[src/rtl/isqrt_pkg.sv]
// Shared state type and sizing helpers for the sequential integer square-root unit.
package isqrt_pkg;

  localparam int ISQRT_DEFAULT_WIDTH = 32;

  typedef enum logic [1:0] {
    IDLE,
    CALC,
    DONE
  } isqrt_state_t;

  // Iteration counter width; never below one bit so the smallest root still gets a counter.
  function automatic int isqrt_cnt_width(input int n);
    return (n <= 2) ? 1 : $clog2(n);
  endfunction

endpackage

[src/rtl/isqrt_step.sv]
// One restoring digit-by-digit iteration: brings in two radicand bits and
// decides one root bit. Purely combinational.
module isqrt_step #(
  parameter int N = 16
) (
  input  logic [N+1:0] rem_in,
  input  logic [N-1:0] root_in,
  input  logic [1:0]   bits,
  output logic [N+1:0] rem_out,
  output logic [N-1:0] root_out
);

  logic [N+1:0] shifted;
  logic [N+1:0] trial;
  logic         fits;

  // The partial remainder never exceeds twice the partial root, so the top two
  // bits drop out of the shift; the compare still sees the full-width value.
  assign shifted  = {rem_in[N-1:0], bits};
  assign trial    = {root_in, 2'b01};
  assign fits     = {rem_in, bits} >= {2'b00, trial};
  assign rem_out  = fits ? (shifted - trial) : shifted;
  assign root_out = {root_in[N-2:0], fits};

endmodule

[src/rtl/isqrt_seq.sv]
// Sequential integer square root, two radicand bits per cycle, start/done handshake.
// Define ISQRT_ROUND_EN to round the root output to nearest (saturating); default is floor.
module isqrt_seq
  import isqrt_pkg::*;
#(
  parameter int WIDTH = ISQRT_DEFAULT_WIDTH
) (
  input  logic                 clk,
  input  logic                 rst,
  input  logic                 init,
  input  logic [WIDTH-1:0]     radicand,
  output logic [WIDTH/2-1:0]   root,
  output logic [WIDTH/2:0]     remainder,
  output logic                 busy,
  output logic                 done
);

  localparam int N  = WIDTH / 2;
  localparam int CW = isqrt_cnt_width(N);

  isqrt_state_t  state;
  isqrt_state_t  next_state;
  logic [WIDTH-1:0] rad_sh;
  logic [N+1:0]  p_rem;
  logic [N+1:0]  step_rem;
  logic [N-1:0]  p_root;
  logic [N-1:0]  step_root;
  logic [N-1:0]  final_root;
  logic [CW-1:0] cnt;

  isqrt_step #(.N(N)) u_step (
    .rem_in   (p_rem),
    .root_in  (p_root),
    .bits     (rad_sh[WIDTH-1 -: 2]),
    .rem_out  (step_rem),
    .root_out (step_root)
  );

`ifdef ISQRT_ROUND_EN
  logic [N:0] root_inc;

  // Round up when the floor remainder exceeds the floor root, clamping at all-ones.
  always_comb begin
    root_inc   = {1'b0, p_root} + (N+1)'(1);
    final_root = p_root;
    if (p_rem > {2'b00, p_root})
      final_root = root_inc[N] ? '1 : root_inc[N-1:0];
  end
`else
  assign final_root = p_root;
`endif

  assign busy = (state != IDLE);

  always_ff @(posedge clk) begin
    if (rst) state <= IDLE;
    else     state <= next_state;
  end

  always_comb begin
    next_state = state;
    case (state)
      IDLE:    if (init) next_state = CALC;
      CALC:    if (cnt == '0) next_state = DONE;
      DONE:    next_state = IDLE;
      default: next_state = IDLE;
    endcase
  end

  always_ff @(posedge clk) begin
    if (rst) begin
      rad_sh    <= '0;
      p_rem     <= '0;
      p_root    <= '0;
      cnt       <= '0;
      root      <= '0;
      remainder <= '0;
      done      <= 1'b0;
    end else begin
      done <= 1'b0;
      case (state)
        IDLE: begin
          if (init) begin
            rad_sh <= radicand;
            p_rem  <= '0;
            p_root <= '0;
            cnt    <= CW'(N - 1);
          end
        end
        CALC: begin
          p_rem  <= step_rem;
          p_root <= step_root;
          rad_sh <= rad_sh << 2;
          if (cnt != '0) cnt <= cnt - CW'(1);
        end
        // Results and done are registered together so they appear on the same cycle.
        DONE: begin
          root      <= final_root;
          remainder <= p_rem[N:0];
          done      <= 1'b1;
        end
        default: ;
      endcase
    end
  end

endmodule

[config.mk]
export PLATFORM = sky130hd
export DESIGN_NAME = isqrt_seq
export DESIGN_NICKNAME = d
export VERILOG_FILES = /design/src/rtl/isqrt_pkg.sv /design/src/rtl/isqrt_step.sv /design/src/rtl/isqrt_seq.sv
export SDC_FILE = /design/constraint.sdc
export NUM_CORES = 1
export LEC_CHECK = 0
export ABC_AREA = 1
export CAP_MARGIN = 10
export CORE_UTILIZATION = 50
export CTS_CLUSTER_DIAMETER = 200
export DETAILED_ROUTE_END_ITERATION = 16
export PLACE_DENSITY = 0.76
export SLEW_MARGIN = 30
export SYNTH_ARGS = -nofsm -noshare
export SYNTH_HDL_FRONTEND = slang
export SYNTH_SLANG_ARGS = --single-unit
[constraint.sdc]
create_clock -name clk -period 1.7 [get_ports clk]
set_input_delay 0.34 -clock clk [delete_from_list [all_inputs] [get_ports clk]]
set_output_delay 0.34 -clock clk [all_outputs]
set_load 0.01 [all_outputs]
==> run metrics, run 1 <==
Warnings, synthesis=0; CTS tree=yes; final setup violation count=19; Seq/Total Area, Yosys=38.98%; Tcrit/Tclk final=112.6%; grt total ovfl=0; DR vias=5,626; final WL=16,050 um; worst-margin pin slew=435.8 ps; worst path arrival time=2230 ps; port bufs=69; Net Count, Synth=800; Initial DRT Pass Iterations=5; number of nets with antenna violations after routing=0; Routability Congestion=0.8828; Synth-to-Final Area Change=41.67%; Synth Cell Area=0.005444 mm^2; largest net degree at the start of global routing=45; crit end category=flip-flop; RSZ-0062 raised after global routing=yes; worst clock skew=7.601 ps; commonest non-fill, non-tap cells in the layout=nand2_1 (176), buf_4 (91), dfxtp_1 (88); Worst Hold Class=flip-flop to flip-flop; die height=106.3 um; DPL Wire Length=11,370 um; Post-Layout Cell Count=1,032; Remaining DRCs=0; total track usage=28.53%; outcome=complete, but fails checks; Slew HR=70.86%; Avg Inst Size Synth=7.298 um^2; Clk Tree Root Cell=clkbuf_8; layout cell share with drive strength beyond 1=30.47%; max-slew violations=0; core area=0.01046 mm^2; final-layout fill cell count=758; routed length per instance=15.55 um; setup TNS=-3109 ps; fin nets=945; ranking of synthesized cells by area=dfxtp_1 (39%), nand2_1 (14%), o21ai_0 (5.8%); share of the synthesized area in the top cell type=38.98%; I/O Pins=70; DR iter-0 viols=386; final hold vios=0; Die X=106.3 um; commonest non-fill, non-tap cell in the layout=nand2_1; total CTS buffers=9; CTS Hold Buffers Added=0; initial antenna violation count=1; clk_lat worst skew=370 ps; Yosys reg bits=106; vias per cell=5.452; min Tclk post-route=1915 ps; worst setup margin=-214.7 ps; initial core utilization=52.03%; number of global-route vias before repair=5,378; DIE AREA=0.01131 mm^2; f_max=0.5223 GHz; H-tree depth=3; required time worst endpoint=2010 ps; max-cap check violation count=0; Std-Cell Rows=37; CTS clk-pin slew, worst paths=100 ps; Worst Path Max Fanout=5; kind of critical path=flip-flop to flip-flop; Max Buffers Root-to-Sink=2; placed insts=993; top cell type by total area after synthesis=dfxtp_1; crit path launch type=flip-flop; ant diodes=0; cells after synthesis=746; Util after Layout=73.71%; failing checks=setup timing; Distinct cells, synth=36; Sink Count=106; global-route wire length before repair=25,420 um
-- stage by stage --
stage,setup slack [ps],cell area (um^2),hold slack (ps)
after floorplan,1.353,5634,435.7
after global placement,-214.8,6988,451.2
after detailed placement,-244.8,6988,458.5
after CTS,-99.25,7580,471.6
after global routing,-295.6,7712,491.5
final,-214.7,7712,469.9
-- worst paths after layout --
check | slack (ps) | depth (start not counted) | startpoint | to
hold / removal | 470 | 2 | rad_sh[1]$_SDFFE_PP0P_ | rad_sh[1]$_SDFFE_PP0P_
setup reg to reg | -210 | 13 | final_root[8]$_SDFFE_PP0P_ | p_rem[10]$_SDFFE_PP0P_
setup / recovery | -210 | 13 | final_root[8]$_SDFFE_PP0P_ | p_rem[10]$_SDFFE_PP0P_
hold reg to reg | 470 | 2 | rad_sh[1]$_SDFFE_PP0P_ | rad_sh[1]$_SDFFE_PP0P_
-- area by class of cell --
cell class / count / area, um^2 / area share, %
multi-input cells: 521 / 3292 / 42.68
flip-flops and latches: 106 / 2147 / 27.84
repair buffers: 172 / 1590 / 20.62
inverters: 81 / 306.5 / 3.975
well taps: 136 / 170.2 / 2.206
clock buffers: 13 / 158.9 / 2.060
clock inverters: 3 / 47.55 / 0.6165
-- critical path, cell delays in order, from the launching register on --
cell and delay (ps):
dfxtp_2 350, inv_4 50, ha_4 280, nand2_4 70, nor2_4 150, nand2_2 100, nor2_2 120, nand2_2 80
nand2_4 100, nor2_8 70, buf_12 150, nand3b_1 80, nand3_1 100, a21oi_2 150
-- cell families after synthesis --
family / count (synthesis) / synth area share (%)
adder cells (fa/ha/maj): 19 / 4.367
buffers and inverters: 121 / 9.193
XOR/XNOR: 9 / 1.448
flip-flops: 106 / 38.98
AO/OA/AOI/OAI: 170 / 18.34
AND/OR/NAND/NOR: 321 / 27.67
-- synthesized netlist by cell type --
cell        n
nor2_4      2
nand4_1     2
nand3b_1   13
buf_2       6
a221oi_1    1
nand2_8     1
nor2_2      6
ha_1       19
nor2_1     44
nand2_2     8
nor2_8      1
o21ai_0    63
o21ai_1     3
nand3_1    18
a21oi_2    12
nor3_1      5
buf_1       1
a21oi_1    44
a31oi_1    30
inv_1      77
clkbuf_1   28
nand2_1   200
nand3b_2    5
and2_1      1
nand2_4     2
o21a_1      1
buf_12      1
buf_4       2
o32ai_1    15
buf_6       2
nand3_2    13
a211oi_1    1
inv_2       4
xor2_1      3
dfxtp_1   106
xnor2_1     6
-- timing repair --
item                                   CTS  global route
pin swaps                               33            20
buffers inserted                        18             2
endpoints found under the hold margin    0             0
gates cloned                             2             2
resized for setup                       75            23
setup endpoints to repair               20            23
-- metal layers --
metal / track usage, % / share of wire [%] / up-vias
met5: 0 / 0 / -
met4: 10.62 / 2.8 / 0
met3: 6.376 / 6.7 / 41
met2: 48.52 / 49 / 189
met1: 35.06 / 42 / 2660
li1: - / - / 2736
-- state kept, by name (all words and copies together) (netlist names) --
name / flops
state: 2
rad_sh: 32
root: 16
final_root: 16
done: 1
remainder: 17
p_rem: 18
cnt: 4
Power of run 1 is left out: the tool's default activity adds up to more than one toggle a clock period on the data nets, which glitch-free logic cannot reach.
==> inputs of run 2 (changes only) <==
==> constraint.sdc (replaced) <==
create_clock -name clk -period 1.7 [get_ports clk]
set_input_delay 0.34 -clock clk [delete_from_list [all_inputs] [get_ports clk]]
set_output_delay 0.34 -clock clk [all_outputs]
set_load 0.02 [all_outputs]
==> run metrics, run 2 (same netlist as run 1, synthesis figures left out) <==
total CTS buffers=9 (unchanged); DPL Wire Length=11,370 um (unchanged); min Tclk post-route=1876 ps (-38.44 ps); crit path launch type=flip-flop; Slew HR=71.31% (+0.46 points); placed insts=993 (unchanged); largest net degree at the start of global routing=45 (unchanged); commonest non-fill, non-tap cells in the layout=nand2_1 (172), dfxtp_1 (88), buf_4 (88); max-cap check violation count=0 (unchanged); H-tree depth=3 (unchanged); max reg flops=32 (unchanged); Tcrit/Tclk final=110.4% (-2.3 points); routed length per instance=16.05 um (+3.2%); final setup violation count=19 (unchanged); RSZ-0062 raised after global routing=yes; fin nets=946 (+0.11%); slowest CP cell=dfxtp_2; Std-Cell Rows=37 (unchanged); outcome=complete, but fails checks; DIE AREA=0.01131 mm^2 (unchanged); Worst Path Max Fanout=4 (-1); required time worst endpoint=1970 ps (-40 ps); Initial DRT Pass Iterations=5 (unchanged); DP Area=0.006988 mm^2 (unchanged); initial antenna violation count=0 (-1); kind of critical path=flip-flop to flip-flop; CTS clk-pin slew, worst paths=100 ps (about the same); largest registers=rad_sh (32), p_rem (18), remainder (17); Clk Tree Root Cell=clkbuf_8; failing checks=setup timing; Routability Congestion=0.8828 (unchanged); global-route wire length before repair=25,220 um (-0.79%); Util after Layout=74.35% (+0.63 points); worst-margin pin slew=429.0 ps (-6.829 ps); worst clock skew=9.129 ps (+1.528 ps); number of global-route vias before repair=5,230 (-2.8%); CTS tree=yes; grt total ovfl=0 (unchanged); f_max=0.5330 GHz (+2.0%); crit end category=flip-flop; worst setup margin=-176.2 ps (+38.44 ps); Die X=106.3 um (unchanged); area of the multi-input gates=0.003324 mm^2 (+0.99%); Sink Count=106 (unchanged); I/O Pins=70 (unchanged); initial core utilization=52.03% (unchanged); total track usage=28.22% (-0.31 points); vias per cell=5.457 (about the same); final-layout fill cell count=776 (+2.4%); final hold vios=0 (unchanged); DR iter-0 viols=392 (+1.6%); worst path arrival time=2150 ps (-80 ps); final WL=16,580 um (+3.3%); DR vias=5,637 (+0.20%); Synth-to-Final Area Change=42.89%; die height=106.3 um (unchanged); Post-Layout Cell Count=1,033 (+0.097%); CTS Hold Buffers Added=0 (unchanged); core area=0.01046 mm^2 (unchanged); CP peak stage delay=330 ps (-20 ps); Remaining DRCs=0 (unchanged); pre-CTS setup slack=-244.8 ps (unchanged); layout cell share with drive strength beyond 1=31.33% (+0.86 points); max-slew violations=0 (unchanged); ant diodes=0 (unchanged); Max Buffers Root-to-Sink=2 (unchanged); Reg area=0.002147 mm^2 (unchanged); Worst Hold Class=flip-flop to flip-flop; CP cell instances=inv_2 -> ha_4 -> nand2_2 -> inv_2 -> nand2_4 -> nor2_2 -> nand2_2 -> nand2_4 -> nor2_4 -> buf_6 -> nand3b_1 -> nand3_1 -> a21oi_1; Layout Cell Area excl Fill=0.007779 mm^2 (+0.86%); Largest Register=rad_sh; clk_lat worst skew=370 ps (about the same); port bufs=69 (unchanged); number of nets with antenna violations after routing=0 (unchanged); R2R Setup Slk=-180 ps (+40 ps); commonest non-fill, non-tap cell in the layout=nand2_1
==> run 2: repair_timing <==
action,4_1_cts,5_1_grt
buffers inserted,11,6
setup endpoints to repair,24,44
pin swaps,9,22
gates cloned,3,4
gates resized for setup,55,74
==> run 2: path summary, 6_finish.rpt <==
path | start | endpoint | cells past startpoint
worst max-delay path | final_root[4]$_SDFFE_PP0P_ | p_rem[2]$_SDFFE_PP0P_ | 13
worst min-delay path | rad_sh[1]$_SDFFE_PP0P_ | rad_sh[1]$_SDFFE_PP0P_ | 2
worst max register to register | final_root[4]$_SDFFE_PP0P_ | p_rem[2]$_SDFFE_PP0P_ | 13
worst min register to register | rad_sh[1]$_SDFFE_PP0P_ | rad_sh[1]$_SDFFE_PP0P_ | 2
==> run 2: per-layer routing <==
layer  track usage [%]  part of all wire [%]  up-vias
li1                  -                     -     2745
met1             35.90                    42     2649
met2             46.89                    48      192
met3             6.438                   6.9       51
met4             9.425                   3.7        0
met5                 0                     0        -
==> run 2: critical path: cells and delay by family, from the launching register on <==
| kind | cells | cell delay (ps) |
|---|---|---|
| and+or+nand+nor | 8 | 840 |
| buffers and inverters | 3 | 270 |
| DFF | 1 | 330 |
| adders and majority gates | 1 | 240 |
| AOI/OAI and AO/OA | 1 | 60 |
==> run 2: area by class of cell <==
| cell class | instances | share of cell area [%] |
|---|---|---|
| clock buffer | 13 | 2.043 |
| clock inverter | 3 | 0.6112 |
| inverter | 81 | 3.941 |
| multi-input combinational | 524 | 42.74 |
| sequential | 106 | 27.60 |
| tap | 136 | 2.188 |
| timing repair buffer | 170 | 20.88 |
==> run 2: stage by stage <==
| stage | TNS, ps | hold slack (ps) |
|---|---|---|
| final | -2337 | 468.4 |
| after global routing | -4071 | 491.5 |
| after CTS | -1201 | 471.6 |
| after detailed placement | -3460 | 458.5 |
| after global placement | -1441 | 451.2 |
| after floorplan | 0 | 435.7 |
Power of run 2 is left out for the same reason.
